[config.mk]
export PLATFORM = sky130hd
export DESIGN_NAME = adder_bist_controller
export DESIGN_NICKNAME = d
export VERILOG_FILES = /design/src/rtl/adder_bist_pkg.sv /design/src/rtl/adder_bist_controller_vector_gen.sv /design/src/rtl/adder_bist_controller.sv
export SDC_FILE = /design/constraint.sdc
export NUM_CORES = 1
export LEC_CHECK = 0
export CAP_MARGIN = 0
export CORE_MARGIN = 2
export CORE_UTILIZATION = 52
export CTS_CLUSTER_SIZE = 20
export DETAILED_ROUTE_END_ITERATION = 10
export PLACE_DENSITY = 0.78
export SLEW_MARGIN = 10
export SYNTH_ARGS = -nofsm -noshare
export SYNTH_HDL_FRONTEND = slang
export SYNTH_SLANG_ARGS = --single-unit
[constraint.sdc]
create_clock -name clk -period 3 [get_ports clk]
set_input_delay 0.6 -clock clk [delete_from_list [all_inputs] [get_ports clk]]
set_output_delay 0.6 -clock clk [all_outputs]
set_load 0.01 [all_outputs]
[src/rtl/adder_bist_pkg.sv]
// adder_bist_pkg
// Shared definitions for the 4-bit adder BIST controller:
//   - bist_state_t : controller state encoding (IDLE, SETTLE, CHECK, DONE)
//   - default operand width and settle time
//   - helpers deriving vector/counter widths from the operand width
package adder_bist_pkg;

    typedef enum logic [1:0] {
        IDLE   = 2'd0,
        SETTLE = 2'd1,
        CHECK  = 2'd2,
        DONE   = 2'd3
    } bist_state_t;

    localparam int DEFAULT_WIDTH         = 4;
    localparam int DEFAULT_SETTLE_CYCLES = 1;
    localparam int DEFAULT_VEC_W         = 2 * DEFAULT_WIDTH;
    localparam int DEFAULT_VEC_COUNT     = 1 << DEFAULT_VEC_W;

    // {A,B} vector counter width.
    function automatic int vec_width(input int width);
        return 2 * width;
    endfunction

    // Error counter must hold the full 2^(2*WIDTH) count without saturating.
    function automatic int err_width(input int width);
        return 2 * width + 1;
    endfunction

    // Settle counter only needs to reach SETTLE_CYCLES-1; keep at least 1 bit.
    function automatic int settle_cnt_width(input int settle_cycles);
        return (settle_cycles > 1) ? $clog2(settle_cycles) : 1;
    endfunction

endpackage

[src/rtl/adder_bist_controller_vector_gen.sv]
// bist_vector_gen
// 2*WIDTH-bit operand vector counter for the adder BIST sweep.
// Ports:
//   clk   in  clock
//   rst   in  synchronous active-high reset (counter -> 0)
//   clr   in  restart the sweep from vector 0
//   inc   in  advance to the next {A,B} vector
//   a     out upper half of the vector (operand A)
//   b     out lower half of the vector (operand B)
//   last  out high when the counter holds the all-ones vector
module bist_vector_gen
    import adder_bist_pkg::*;
#(
    parameter int WIDTH = DEFAULT_WIDTH
) (
    input  logic             clk,
    input  logic             rst,
    input  logic             clr,
    input  logic             inc,
    output logic [WIDTH-1:0] a,
    output logic [WIDTH-1:0] b,
    output logic             last
);

    localparam int VW = vec_width(WIDTH);

    logic [VW-1:0] vec;

    always_ff @(posedge clk) begin
        if (rst || clr) begin
            vec <= '0;
        end else if (inc) begin
            vec <= vec + VW'(1);
        end
    end

    assign a    = vec[VW-1:WIDTH];
    assign b    = vec[WIDTH-1:0];
    assign last = &vec;

endmodule

[src/rtl/adder_bist_controller.sv]
// adder_bist_controller
// Exhaustive built-in self-test for a WIDTH-bit combinational adder. Every
// {A,B} combination is held for SETTLE_CYCLES cycles, then SUM is sampled
// once and compared against A+B. Mismatches are counted and the first
// failing vector and its SUM are captured.
// Ports:
//   clk, rst        clock, synchronous active-high reset
//   start           one-cycle sweep request (accepted in IDLE or DONE)
//   sum_in          SUM from the adder under test (WIDTH+1 bits)
//   a_out, b_out    operands driven to the adder under test
//   busy            sweep in progress
//   done            sweep finished; results valid until next start or rst
//   pass            1 iff err_count==0 (valid with done)
//   err_count       mismatching vectors in the last sweep
//   first_fail_vec  {A,B} of the first mismatch, 0 if none
//   first_fail_sum  sum_in seen at the first mismatch, 0 if none
module adder_bist_controller
    import adder_bist_pkg::*;
#(
    parameter int WIDTH         = DEFAULT_WIDTH,
    parameter int SETTLE_CYCLES = DEFAULT_SETTLE_CYCLES
) (
    input  logic               clk,
    input  logic               rst,
    input  logic               start,
    input  logic [WIDTH:0]     sum_in,
    output logic [WIDTH-1:0]   a_out,
    output logic [WIDTH-1:0]   b_out,
    output logic               busy,
    output logic               done,
    output logic               pass,
    output logic [2*WIDTH:0]   err_count,
    output logic [2*WIDTH-1:0] first_fail_vec,
    output logic [WIDTH:0]     first_fail_sum
);

    localparam int EW = err_width(WIDTH);
    localparam int SW = settle_cnt_width(SETTLE_CYCLES);
    localparam logic [SW-1:0] SETTLE_LAST = SW'(SETTLE_CYCLES - 1);

    bist_state_t   state;
    logic [SW-1:0] settle_cnt;
    logic          accept_start;
    logic          vec_inc;
    logic          vec_last;
    logic [WIDTH:0] golden;
    logic          mismatch;

    // start is only honoured between sweeps; mid-sweep pulses are dropped.
    assign accept_start = start && ((state == IDLE) || (state == DONE));

    // The last vector is never incremented, so operands hold it in DONE and
    // the counter never wraps.
    assign vec_inc = (state == CHECK) && !vec_last;

    assign golden   = {1'b0, a_out} + {1'b0, b_out};
    assign mismatch = (state == CHECK) && (sum_in != golden);

    bist_vector_gen #(
        .WIDTH (WIDTH)
    ) u_vector_gen (
        .clk  (clk),
        .rst  (rst),
        .clr  (accept_start),
        .inc  (vec_inc),
        .a    (a_out),
        .b    (b_out),
        .last (vec_last)
    );

    always_ff @(posedge clk) begin
        if (rst) begin
            state          <= IDLE;
            settle_cnt     <= '0;
            busy           <= 1'b0;
            done           <= 1'b0;
            pass           <= 1'b0;
            err_count      <= '0;
            first_fail_vec <= '0;
            first_fail_sum <= '0;
        end else begin
            case (state)
                IDLE, DONE: begin
                    if (start) begin
                        state          <= SETTLE;
                        settle_cnt     <= '0;
                        busy           <= 1'b1;
                        done           <= 1'b0;
                        pass           <= 1'b0;
                        err_count      <= '0;
                        first_fail_vec <= '0;
                        first_fail_sum <= '0;
                    end
                end

                SETTLE: begin
                    if (settle_cnt == SETTLE_LAST) begin
                        state      <= CHECK;
                        settle_cnt <= '0;
                    end else begin
                        settle_cnt <= settle_cnt + SW'(1);
                    end
                end

                CHECK: begin
                    if (mismatch) begin
                        err_count <= err_count + EW'(1);
                        if (err_count == '0) begin
                            first_fail_vec <= {a_out, b_out};
                            first_fail_sum <= sum_in;
                        end
                    end
                    if (vec_last) begin
                        state <= DONE;
                        busy  <= 1'b0;
                        done  <= 1'b1;
                        // Include this cycle's compare, since err_count
                        // has not absorbed it yet.
                        pass  <= (err_count == '0) && !mismatch;
                    end else begin
                        state <= SETTLE;
                    end
                end

                default: begin
                    state <= IDLE;
                end
            endcase
        end
    end

endmodule

; ---- After elaboration in Yosys (flattened, before gate mapping)
; Cells that the tools add are included.
[word_totals]
reg_bits = 36
input_bits = 8
word_cells = 66
[op_classes]
n_mux = 25
reduce_logical = 19
add_sub_neg = 4
eq_ne = 9
[ops]
columns = cell, count
row1 = $mux W8, 3
row2 = $mux W9, 2
row3 = $pmux W9 S2, 1
row4 = $pmux W8 S2, 1
row5 = $mux W5, 3
row6 = $pmux W5 S2, 1
row7 = $add A9 B1 Y9 const B, 1
row8 = $logic_not A9 Y1, 1
row9 = $add A8 B1 Y8 const B, 1
row10 = $ne A2 B2 Y1 const B, 4
row11 = $pmux W1 S2, 4
row12 = $reduce_and A8 Y1, 1
row13 = $mux W1, 6
row14 = $mux W2, 3
row15 = $pmux W2 S3, 1
row16 = $reduce_and A3 Y1, 2
row17 = $add A4 B4 Y5, 1
row18 = $ne A5 B5 Y1, 1
row19 = $eq A2 B2 Y1 const B, 2
row20 = $logic_and A1 B1 Y1, 4
row21 = $reduce_and A2 Y1, 2
row22 = $reduce_and A4 Y1, 1
row23 = $reduce_bool A2 Y1, 2
row24 = $eq A2 B1 Y1 const B, 1
row25 = 6 further kinds, 8

; ---- Depth between registers and ports, before layout
[logic_depth]
ltp_word = 7
ltp_mapped = 10

; ---- Cells and area by module
; Synthesis repeated with hierarchy kept, for this count alone.
[unflattened]
hier_cells = 240
hier_area_um2 = 2188.3
[modules_own_cells]
columns = mod, seq_area_each_um2, instances, cells_per_inst, area_per_inst_um2
row1 = adder_bist_controller, 540.5, 1, 200, 1833.0
row2 = bist_vector_gen, 160.2, 1, 40, 355.3

; ---- Worst setup path before layout
; OpenSTA, ideal clock, no wires.
[synth_path]
kind = reg-to-reg
startpoint = register u_vector_gen.vec[0]
endpoint = register first_fail_vec[2]
t_required_ps = 2884
slack_ps = 461
setup_ps = 116
synth_period_minus_slack_ps = 2539
t_arrival_ps = 2423
stages_incl_launch_ff = 10
cell_sequence = dfxtp_1 > ha_1 > inv_1 > fa_1 > xnor3_1 > nor4_4 > and3_1 > buf_6 > a2111oi_0 > a31o_2
[synth_between]
elab_chain_len = 5
[synth_rtl]
columns = item, line
row1 = "start, declared", adder_bist_controller_vector_gen.sv:27  ; logic [VW-1:0] vec;
row2 = "start signal, assigned", adder_bist_controller_vector_gen.sv:33  ; vec <= vec + VW'(1);
row3 = $add A4 B4 Y5, adder_bist_controller.sv:56  ; assign golden = {1'b0, a_out} + {1'b0, b_out};
row4 = $ne A5 B5 Y1, adder_bist_controller.sv:57  ; assign mismatch = (state == CHECK) && (sum_in != golden);
row5 = $logic_and A1 B1 Y1, adder_bist_controller.sv:57
row6 = $ne A2 B2 Y1 (no source line), -
row7 = $reduce_and A4 Y1 (no source line), -
row8 = "end signal, assigned", adder_bist_controller.sv:109  ; first_fail_vec <= {a_out, b_out};
row9 = "end, declared", adder_bist_controller.sv:33  ; output logic [2*WIDTH-1:0] first_fail_vec,
; No other way between the ends.
; A chain may end at the register's enable or synchronous reset.

; ---- Final worst setup path
; Ends and elaborated chain as after synthesis.

==> impl_metrics.env <==
export IMPL_status="completed"
export IMPL_syn_area_um2=2130
export IMPL_rows=23
export IMPL_grt_start_max_net_pins=20
export IMPL_setup_tns_ns=0
export IMPL_peakVddDrop_v=0.000287
export IMPL_multi_input_area_um2=1320
export IMPL_die_h_um=68.1
export IMPL_grt_usage=0.250
export IMPL_end_kind="flip-flop"
export IMPL_worst_slew_pin_slew_ns=0.613
export IMPL_diodes=0
export IMPL_grt_setup_unrepaired="no"
export IMPL_max_freq_ghz=0.368
export IMPL_area_growth_syn_to_layout_pct=25.0
export IMPL_routedWlPerCell_um=16.0
export IMPL_firstDrtPassIters=4
export IMPL_io_buffers=40
export IMPL_netlist_top_cells_count="35 x dfxtp_1, 17 x nor2_1, 16 x a21oi_1, 16 x inv_1, 16 x nand2_1"
export IMPL_drtIter0Drc=190
export IMPL_period_minus_slack_ns=2.72
export IMPL_overflow=0
export IMPL_core_area_um2=3970
export IMPL_synth_top_area_frac=0.328
export IMPL_root_buffer="clkbuf_8"
export IMPL_finalCritPeriodShare=0.907
export IMPL_cp_slowest_cell="and3_1"
export IMPL_synth_edf_count=0
export IMPL_drive_above_1_share=0.0874
export IMPL_num_fill_cells=337
export IMPL_stdcell_count=336
export IMPL_final_antenna_net_count=0
export IMPL_maxCapViolCount=0
export IMPL_ctsHtreeMaxLevel=2
export IMPL_synth_largest_area_cell="dfxtp_1"
export IMPL_path_class="flip-flop to flip-flop"
export IMPL_hpwl_um=3870
export IMPL_cts_inserted_buffers=5
export IMPL_viasPerCell=6.15
export IMPL_worst_ep_required_time_ns=3.19
export IMPL_wl_um=5390
export IMPL_regArea_um2=701
export IMPL_synth_cells=243
export IMPL_hold_slack_ns=0.492
export IMPL_die_area_um2=4630
export IMPL_synth_distinct_cells=52
export IMPL_critPathMaxFanout=10
export IMPL_clkTransAtPathRegs_ns=0.08
export IMPL_slew_violations=0
export IMPL_syn_avg_cell_area_um2=8.78
export IMPL_hold_buffers=0
export IMPL_worstSkewPairLatency_ns=0.30
export IMPL_place_congestion=0.884
export IMPL_hp_class="flip-flop to flip-flop"
export IMPL_ioPinCount=41
export IMPL_cts_sinks=35
export IMPL_path_cells="ha_1 > inv_1 > fa_1 > xnor3_1 > nor4_4 > and3_1 > a2111oi_0 > a31o_2"
export IMPL_p_leak_nw=0.949
export IMPL_cts_tree="done"
export IMPL_ys_seq_area_frac=0.328
export IMPL_synth_main_ff_cell="dfxtp_1"
export IMPL_place_area_um2=2580
export IMPL_slowest_delay_ns=0.49
export IMPL_fin_nets=304
export IMPL_ys_ff_latch=35
export IMPL_dr_total_vias=2067
export IMPL_grt_pass1_wl_um=8780
export IMPL_mappedNetlistNets=262
export IMPL_worstSetupStartpointType="flip-flop"
export IMPL_finalSetupViolCount=0
export IMPL_ys_top_cells_by_area="dfxtp_1 33%, ha_1 5.9%, a21oi_1 3.8%, mux2i_1 3.3%, o32ai_1 3.3%"
export IMPL_path_delay_family="simple AND/OR/NAND/NOR gates"
export IMPL_synthMostInstantiatedCell="dfxtp_1"
export IMPL_grt_pass1_vias=1906
export IMPL_antenna_found_initial=0
export IMPL_final_area_um2=2670
export IMPL_cp_num_buf_inv=1
export IMPL_cts_setup_buffers=0
export IMPL_dp_cells=328
export IMPL_p_total_mw=1.03
export IMPL_async_flop_share=0
export IMPL_p_per_area_nw_per_um2=386
export IMPL_slew_headroom=0.590
export IMPL_skew_ns=0.00802
export IMPL_postCtsResizedCells=0
export IMPL_yosysWarningCount=0
export IMPL_final_hold_violation_count=0
export IMPL_arrival_ns=2.91
export IMPL_cts_path_max_buffers=2
export IMPL_drc=0
export IMPL_initial_core_util=0.537
export IMPL_die_x_um=68.1
==> worst paths after layout <==
check	from	end	slack (ns)	depth (start not counted)
max	u_vector_gen.vec[0]	first_fail_vec[2]	0.28	8
min	first_fail_sum[3]	first_fail_sum[3]	0.49	2
max reg2reg	u_vector_gen.vec[0]	first_fail_vec[2]	0.28	8
min reg2reg	first_fail_sum[3]	first_fail_sum[3]	0.49	2
==> metal layers <==
| layer | GRT usage | vias up | share of wire |
|---|---|---|---|
| met5 | 0 | - | 0 |
| met2 | 0.413 | 58 | 0.47 |
| met3 | 0.0559 | 8 | 0.053 |
| li1 | - | 1009 | - |
| met4 | 0.0775 | 0 | 0.015 |
| met1 | 0.324 | 992 | 0.46 |
==> final cells by class <==
class / count / share of cell area
inverter: 17 / 0.0239
clock buffer: 5 / 0.0258
clock inverter: 3 / 0.00563
tap: 50 / 0.0234
sequential: 35 / 0.263
timing repair buffer: 45 / 0.164
multi-input combinational: 181 / 0.495
==> where the power goes <==
part	switching [mW]	total, mW	internal [mW]
Combinational	0.130	0.209	0.0784
Clock	0.179	0.338	0.159
Sequential	0.00925	0.484	0.474
==> flip-flops by register name, indices dropped and copies added, names as in the netlist <==
| register | cells |
|---|---|
| u_vector_gen.vec | 8 |
| pass | 1 |
| first_fail_sum | 5 |
| busy | 1 |
| state | 2 |
| err_count | 9 |
| first_fail_vec | 8 |
| done | 1 |
==> per-stage QoR <==
stage,utilization,worst slack [ns]
finish,0.672,0.280
global route,0.672,0.0777
CTS,0.672,0.273
detailed placement,0.651,0.279
global placement,0.651,0.389
floorplan,-,0.461
==> kinds of logic (layout without fill, tap and decap cells) <==
logic type      after synthesis  after routing  synth area share
flops                        35             35             0.328
compound gates               73             73             0.249
mux                           8              8            0.0381
simple gates                 80             80             0.220
buf+inv                      27             70            0.0533
fa+ha+maj                    11             11            0.0680
xor+xnor                      9              9            0.0434
==> tightest hold or removal path: stages (launching register included) <==
cell and delay, ns:
dfxtp_1 0.31, inv_1 0.06, o31ai_1 0.07
==> layout by cell type, fill, tap and decap left out, drive strengths merged, types with 8 or more instances in the layout <==
| cell | n |
|---|---|
| a31oi | 8 |
| a21oi | 17 |
| o21ai | 13 |
| nand2 | 16 |
| dfxtp | 35 |
| ha | 10 |
| nand4 | 11 |
| o32ai | 8 |
| clkdlybuf4s50 | 40 |
| inv | 16 |
| nor2 | 17 |
| o31ai | 8 |
| nand3 | 9 |
Note: power is estimated with default switching activity, not from simulation.
